[config.mk]
export PLATFORM = sky130hd
export DESIGN_NAME = service_2_alarm_ring_flat
export DESIGN_NICKNAME = d
export VERILOG_FILES = /design/src/rtl/service_2_alarm_ring_pkg.sv /design/src/rtl/service_2_alarm_ring_if.sv /design/src/rtl/service_2_alarm_ring_sec_timer.sv /design/src/rtl/service_2_alarm_ring.sv /design/src/flat_wrapper.sv
export SDC_FILE = /design/constraint.sdc
export NUM_CORES = 1
export LEC_CHECK = 0
export BUFFER_PORTS_ARGS = -buffer_cell sky130_fd_sc_hd__buf_2
export CAP_MARGIN = 30
export CORE_ASPECT_RATIO = 1.25
export CORE_UTILIZATION = 48
export CTS_CLUSTER_SIZE = 16
export DETAILED_ROUTE_END_ITERATION = 6
export GPL_ROUTABILITY_DRIVEN = 0
export GPL_TIMING_DRIVEN = 0
export PLACE_DENSITY = 0.83
export SETUP_SLACK_MARGIN = 0.5
export SYNTH_ARGS = -nofsm -noshare
export SYNTH_HDL_FRONTEND = slang
export SYNTH_HIERARCHICAL = 1
export SYNTH_SLANG_ARGS = --single-unit
export TNS_END_PERCENT = 100
[constraint.sdc]
create_clock -name clk -period 2.9 [get_ports clk]
set_clock_uncertainty 0.05 [all_clocks]
set_input_delay 0.58 -clock clk [delete_from_list [all_inputs] [get_ports clk]]
set_output_delay 0.58 -clock clk [all_outputs]
set_load 0.02 [all_outputs]
[src/rtl/service_2_alarm_ring_pkg.sv]
// Shared types and constants for the alarm ring controller slice.
package service_pkg;

  localparam int unsigned BCD_TIME_W = 16;
  localparam int unsigned CNT_W      = 8;
  localparam int unsigned STATE_W    = 2;
  localparam int unsigned SNZ_W      = 3;

  typedef enum logic [STATE_W-1:0] {
    ST_IDLE    = 2'd0,
    ST_ARMED   = 2'd1,
    ST_RINGING = 2'd2,
    ST_SNOOZE  = 2'd3
  } state_t;

  // BCD mm:ss, most significant digit first
  typedef struct packed {
    logic [3:0] min_tens;
    logic [3:0] min_units;
    logic [3:0] sec_tens;
    logic [3:0] sec_units;
  } bcd_time_t;

endpackage

[src/rtl/service_2_alarm_ring_if.sv]
// Alarm ring controller bus: time/button inputs and ring/display outputs.
interface service_2_alarm_ring_if;
  import service_pkg::*;

  bcd_time_t          alarm;
  bcd_time_t          cur_time;
  logic               tick_1hz;
  logic               alarm_en;
  logic               setting;
  logic               push_c;
  logic               push_u;
  logic               ring;
  logic               blink;
  logic [STATE_W-1:0] state;
  logic [SNZ_W-1:0]   snooze_left;

  modport master (
    output alarm, cur_time, tick_1hz, alarm_en, setting, push_c, push_u,
    input  ring, blink, state, snooze_left
  );

  modport slave (
    input  alarm, cur_time, tick_1hz, alarm_en, setting, push_c, push_u,
    output ring, blink, state, snooze_left
  );

endinterface

[src/rtl/service_2_alarm_ring_sec_timer.sv]
// 8-bit seconds counter with synchronous clear and a terminal-count flag.
module sec_timer
  import service_pkg::*;
(
  input  logic             clk,
  input  logic             reset_n,
  input  logic             clear,
  input  logic             inc,
  input  logic [CNT_W-1:0] last,
  output logic             at_last_c
);

  logic [CNT_W-1:0] cnt;

  always_ff @(posedge clk or negedge reset_n) begin
    if (!reset_n) begin
      cnt <= '0;
    end else if (clear) begin
      cnt <= '0;
    end else if (inc) begin
      cnt <= cnt + CNT_W'(1);
    end
  end

  assign at_last_c = (cnt == last);

endmodule

[src/rtl/service_2_alarm_ring.sv]
// Alarm ring controller: rings on a BCD mm:ss alarm match, dismiss/snooze/auto-stop.
// Optional snooze support is built when ALARM_SNOOZE_EN is defined.
module service_2_alarm_ring
  import service_pkg::*;
#(
  parameter int unsigned RING_SEC   = 30,
  parameter int unsigned SNOOZE_SEC = 10,
  parameter int unsigned MAX_SNOOZE = 3
) (
  input logic                   clk,
  input logic                   reset_n,
  service_2_alarm_ring_if.slave bus
);

  state_t state_q, state_d;
  logic   ring_q;
  logic   blink_q, blink_d;
  logic   match_c, match_q, hit_c;
  logic   ring_clr_c, ring_inc_c, ring_last_c;

  // Edge of the equality so a held match only fires once
  assign match_c = (bus.cur_time == bus.alarm);
  assign hit_c   = match_c & ~match_q;

  sec_timer u_ring_timer (
    .clk       (clk),
    .reset_n   (reset_n),
    .clear     (ring_clr_c),
    .inc       (ring_inc_c),
    .last      (CNT_W'(RING_SEC - 1)),
    .at_last_c (ring_last_c)
  );

`ifdef ALARM_SNOOZE_EN
  logic [SNZ_W-1:0] snz_left_q, snz_left_d;
  logic             snz_clr_c, snz_inc_c, snz_last_c;

  sec_timer u_snz_timer (
    .clk       (clk),
    .reset_n   (reset_n),
    .clear     (snz_clr_c),
    .inc       (snz_inc_c),
    .last      (CNT_W'(SNOOZE_SEC - 1)),
    .at_last_c (snz_last_c)
  );

  assign bus.snooze_left = snz_left_q;
`else
  logic unused_snooze_c;
  assign unused_snooze_c = ^{bus.push_u, CNT_W'(SNOOZE_SEC), SNZ_W'(MAX_SNOOZE)};
  assign bus.snooze_left = '0;
`endif

  // Next-state; a button transition takes precedence over a same-cycle tick
  always_comb begin
    state_d    = state_q;
    blink_d    = blink_q;
    ring_clr_c = 1'b0;
    ring_inc_c = 1'b0;
`ifdef ALARM_SNOOZE_EN
    snz_left_d = snz_left_q;
    snz_clr_c  = 1'b0;
    snz_inc_c  = 1'b0;
`endif
    if (!bus.alarm_en || bus.setting) begin
      state_d = ST_IDLE;
      blink_d = 1'b0;
    end else begin
      case (state_q)
        ST_IDLE: state_d = ST_ARMED;
        ST_ARMED: begin
          if (hit_c) begin
            state_d    = ST_RINGING;
            blink_d    = 1'b0;
            ring_clr_c = 1'b1;
`ifdef ALARM_SNOOZE_EN
            snz_left_d = SNZ_W'(MAX_SNOOZE);
`endif
          end
        end
        ST_RINGING: begin
          if (bus.push_c) begin
            state_d = ST_ARMED;
            blink_d = 1'b0;
`ifdef ALARM_SNOOZE_EN
          end else if (bus.push_u && (snz_left_q != '0)) begin
            state_d    = ST_SNOOZE;
            blink_d    = 1'b0;
            snz_left_d = snz_left_q - SNZ_W'(1);
            snz_clr_c  = 1'b1;
`endif
          end else if (bus.tick_1hz) begin
            if (ring_last_c) begin
              state_d = ST_ARMED;
              blink_d = 1'b0;
            end else begin
              blink_d    = ~blink_q;
              ring_inc_c = 1'b1;
            end
          end
        end
`ifdef ALARM_SNOOZE_EN
        ST_SNOOZE: begin
          if (bus.push_c) begin
            state_d = ST_ARMED;
          end else if (bus.tick_1hz) begin
            if (snz_last_c) begin
              state_d    = ST_RINGING;
              blink_d    = 1'b0;
              ring_clr_c = 1'b1;
            end else begin
              snz_inc_c = 1'b1;
            end
          end
        end
`endif
        default: begin
          state_d = ST_IDLE;
          blink_d = 1'b0;
        end
      endcase
    end
  end

  always_ff @(posedge clk or negedge reset_n) begin
    if (!reset_n) begin
      state_q    <= ST_IDLE;
      ring_q     <= 1'b0;
      blink_q    <= 1'b0;
      match_q    <= 1'b0;
`ifdef ALARM_SNOOZE_EN
      snz_left_q <= '0;
`endif
    end else begin
      state_q    <= state_d;
      ring_q     <= (state_d == ST_RINGING);
      blink_q    <= blink_d;
      match_q    <= match_c;
`ifdef ALARM_SNOOZE_EN
      snz_left_q <= snz_left_d;
`endif
    end
  end

  assign bus.state = state_q;
  assign bus.ring  = ring_q;
  assign bus.blink = blink_q;

endmodule

[src/flat_wrapper.sv]
// flat-port wrapper written by rule: the top's interface ports become plain ports
module service_2_alarm_ring_flat import service_pkg::*;
#(
  parameter int unsigned RING_SEC   = 30,
  parameter int unsigned SNOOZE_SEC = 10,
  parameter int unsigned MAX_SNOOZE = 3
)
  (clk, reset_n, bus_alarm, bus_cur_time, bus_tick_1hz, bus_alarm_en, bus_setting, bus_push_c, bus_push_u, bus_ring, bus_blink, bus_state, bus_snooze_left);
  service_2_alarm_ring_if bus_i ();
  input logic clk;
  input logic reset_n;
  input wire logic [$bits(bus_i.alarm)-1:0] bus_alarm;
  input wire logic [$bits(bus_i.cur_time)-1:0] bus_cur_time;
  input wire logic [$bits(bus_i.tick_1hz)-1:0] bus_tick_1hz;
  input wire logic [$bits(bus_i.alarm_en)-1:0] bus_alarm_en;
  input wire logic [$bits(bus_i.setting)-1:0] bus_setting;
  input wire logic [$bits(bus_i.push_c)-1:0] bus_push_c;
  input wire logic [$bits(bus_i.push_u)-1:0] bus_push_u;
  output wire logic [$bits(bus_i.ring)-1:0] bus_ring;
  output wire logic [$bits(bus_i.blink)-1:0] bus_blink;
  output wire logic [$bits(bus_i.state)-1:0] bus_state;
  output wire logic [$bits(bus_i.snooze_left)-1:0] bus_snooze_left;
  assign bus_i.alarm = bus_alarm;
  assign bus_i.cur_time = bus_cur_time;
  assign bus_i.tick_1hz = bus_tick_1hz;
  assign bus_i.alarm_en = bus_alarm_en;
  assign bus_i.setting = bus_setting;
  assign bus_i.push_c = bus_push_c;
  assign bus_i.push_u = bus_push_u;
  assign bus_ring = bus_i.ring;
  assign bus_blink = bus_i.blink;
  assign bus_state = bus_i.state;
  assign bus_snooze_left = bus_i.snooze_left;
  service_2_alarm_ring #(.RING_SEC(RING_SEC), .SNOOZE_SEC(SNOOZE_SEC), .MAX_SNOOZE(MAX_SNOOZE)) u_core (.clk(clk), .reset_n(reset_n), .bus(bus_i));
endmodule
==> out/metrics.csv <==
stage,metric,value,unit
global_routing,track_usage,19.4,%
worst_hold_path,hold_path_class,in -> async,
global_routing,antenna_found_initial,0,
yosys,synth_mux_area_share,1.06,%
timing,slew_viol_final,0,
die,die_y,51.6,um
power,p_int,281,uW
worst_setup_path,end_kind,flop,
yosys,yosysUniqueCellTypes,28,
power,p_switching,98.0,uW
routing,vias_per_cell,5.08,
die,pin_count,46,
routing,wirelength,2030,um
timing,setup_viol,0,
routing,antenna_left,0,
clocking,root_buffer,clkbuf_4,
worst_setup_path,r2r_slack,760,ps
yosys,yosysSeqAreaShare,34.4,%
power,pwr_density_cell,300,mW/mm^2
worst_setup_path,cp-start-kind,primary input,
clocking,cts_buffers,3,
flow_run,cap_viol_max_count,0,
worst_setup_path,arrival,2460,ps
final_layout,nets,194,
global_routing,grt_first_pass_wirelength,3110,um
run_status,status,completed,
global_routing,grt.overflow.total,0,
power,max-vdd-ir-drop,200,uV
yosys,synth_fa_ha_area_share,1.32,%
clocking,htreeDepth,1,
timing,period_minus_slack,2300,ps
global_routing,first_global_vias,780,
yosys,synth_warnings,6,
place,io_buffers,41,
worst_setup_path,r2r_cells,9,
power,share_comb_of_total_power,22.0,%
die,rows,17,
timing,finalCritPeriodShare,79.4,%
final_layout,drive_gt1_share,37.9,%
routing,drt_iter0_markers,13,
worst_setup_path,worstSetupStartpoint,bus_alarm[4],
routing,wire_per_inst,11.8,um
clocking,clockBufferDepth,2,
final_layout,final_area,0.00126,sq mm
power,seqPwrFrac,48.5,%
yosys,synthSimpleGateAreaFrac,20.6,%
timing,rsz0062_at_grt,false,
worst_setup_path,crit_required,3050,ps
final_layout,syn2layout_area_growth,33.3,%
yosys,netlist_instances,96,
die,initial_core_util,52.3,%
place,place_hpwl,1660,um
power,p_leak,0.600,nW
clocking,insertion_delay,270,ps
die,fp.dieArea,0.00215,sq mm
yosys,synthXorXnorAreaFrac,25.9,%
routing,first_pass_iters,4,
die,coreArea,0.00181,sq mm
worst_setup_path,cp_max_fo,9,
final_layout,antenna_cells,0,
place,placed_cell_area,0.00121,sq mm
timing,clock.fmax,0.435,GHz
yosys,synth_top_family_by_area,XOR/XNOR gates,
worst_setup_path,worstSetupPathType,in -> reg,
routing,drc_errors,0,
worst_setup_path,regToRegStartpoint,u_core/u_ring_timer/cnt[2]$_DFFE_PN0P_,
worst_setup_path,endpoint,u_core/u_ring_timer/cnt[7]$_DFFE_PN0P_,
power,clockPowerShare,29.5,%
power,swShare,25.9,%
clocking,path_clk_slew,80,ps
global_routing,grt_start_max_net_pins,14,
routing,vias,874,
yosys,syn_area_per_cell,9.85,sq um
clocking,tritoncts,built,
yosys,synth-compound-area-share,11.4,%
worst_setup_path,r2r-end,u_core/u_ring_timer/cnt[5]$_DFFE_PN0P_,
timing,fin_setup_tns,0,ps
yosys,syn_area,946,sq um
yosys,ys_seq_elements,13,
die,die_x,41.7,um
timing,finalHoldViolations,0,
clocking,cts_sinks,13,
==> power groups by stage <==
stage / combinational, mW / sequential, mW / clock [mW]
4_1_cts: 0.0843 / 0.184 / 0.115
6_report: 0.0833 / 0.184 / 0.112
2_1_floorplan: 0.0433 / 0.189 / 0
3_5_place_dp: 0.0841 / 0.187 / 0
3_3_place_gp: 0.0805 / 0.187 / 0
5_1_grt: 0.0918 / 0.184 / 0.125
==> through the flow <==
stage          hold WS, ps  utilization [%]  instances  setup WS, ps  total power, mW
2_1_floorplan          234                -        105           581            0.232
6_report               123             69.8        172           599            0.379
5_1_grt                136             69.8        172           478            0.401
3_5_place_dp           430             66.9        165           244            0.271
4_1_cts                130             68.3        169           535            0.383
3_3_place_gp           426             66.9        165           333            0.268
==> worst min-delay path by stage <==
stage          startpoint                                endpoint  slack (ps)  cells after the start
2_1_floorplan     reset_n            u_core/bus.blink$_DFFE_PN0P_         230                      0
3_3_place_gp      reset_n  u_core/u_ring_timer/cnt[2]$_DFFE_PN0P_         430                      1
3_5_place_dp      reset_n  u_core/u_ring_timer/cnt[2]$_DFFE_PN0P_         430                      1
4_1_cts           reset_n  u_core/u_ring_timer/cnt[1]$_DFFE_PN0P_         130                      1
5_1_grt           reset_n  u_core/u_ring_timer/cnt[2]$_DFFE_PN0P_         140                      1
6_report          reset_n  u_core/u_ring_timer/cnt[1]$_DFFE_PN0P_         120                      1
==> area by class of cell <==
type	count	area (sq um)
multi-input cells	86	612
fillers	160	547
flip-flops and latches	13	325
repair buffers	44	228
plain buffers	6	46.3
clock buffers	4	26.3
well taps	19	23.8
==> sequential cells by signal, indices dropped and copies added, names as in the netlist <==
register / flops
u_core/bus.blink: 1
u_core/bus.ring: 1
u_core/match_q: 1
u_core/bus.state: 2
u_core/u_ring_timer/cnt: 8
==> cell usage in the layout (no fill, tap or decap), types with 2 or more instances in the layout <==
cell      Yosys  final
a21oi_1       4      4
a31o_2        2      2
buf_2         0     41
buf_4         5      7
clkbuf_4      0      3
conb_1        2     11
dfrtp_1      13     13
nand2_1       3      3
nand4_1       9      9
nor2_1        6      6
o21ai_0       5      5
or3_1         3      3
xnor2_1      25     25
xor2_1        3      3
==> logic make-up after synthesis <==
group	after synthesis
AOI/OAI and AO/OA	16
adders and majority gates	1
and+or+nand+nor	29
muxes	1
xor gates and xnor gates	28
other	2
DFF	13
buffers and inverters	6
==> repair_timing <==
item | in CTS | in global routing
setup endpoints to repair | 0 | 2
buffers inserted | 0 | 3
resized for setup | 0 | 1
hold buffers | 0 | 0
==> worst max-delay path, cell delays in order <==
cell and delay (ps):
buf_2 110, xnor2_1 140, nand4_1 160, nor4_4 390, and3_1 240, buf_6 140
o2111ai_2 160, or3_1 370, a21oi_1 150
==> layer usage <==
| layer | up-vias | wire length (um) | GRT usage [%] |
|---|---|---|---|
| li1 | 445 | - | - |
| met1 | 391 | 748 | 19.7 |
| met2 | 36 | 1150 | 37.8 |
| met3 | 2 | 107 | 3.13 |
| met4 | 0 | 19 | 9.68 |
| met5 | - | 0 | 0 |
==> cell usage after synthesis <==
cell | number | area share, %
a211oi_1 | 1 | 0.79
a21oi_1 | 4 | 2.1
a31o_2 | 2 | 1.9
a31oi_1 | 1 | 0.66
and3_1 | 1 | 0.66
buf_4 | 5 | 4.0
clkbuf_2 | 1 | 0.53
conb_1 | 2 | 0.79
dfrtp_1 | 13 | 34
ha_1 | 1 | 1.3
mux2i_1 | 1 | 1.1
nand2_1 | 3 | 1.2
nand4_1 | 9 | 6.0
nand4bb_1 | 1 | 1.2
nor2_1 | 6 | 2.4
nor2b_1 | 1 | 0.66
nor3b_1 | 1 | 0.79
nor4_4 | 1 | 2.2
nor4b_2 | 1 | 1.6
o2111ai_2 | 1 | 1.6
o21ai_0 | 5 | 2.6
o21bai_1 | 1 | 0.79
o311ai_0 | 1 | 0.93
or3_1 | 3 | 2.0
or3b_1 | 1 | 0.93
or4b_1 | 1 | 1.1
xnor2_1 | 25 | 23
xor2_1 | 3 | 2.8
Note: power is estimated with default switching activity, not from simulation.
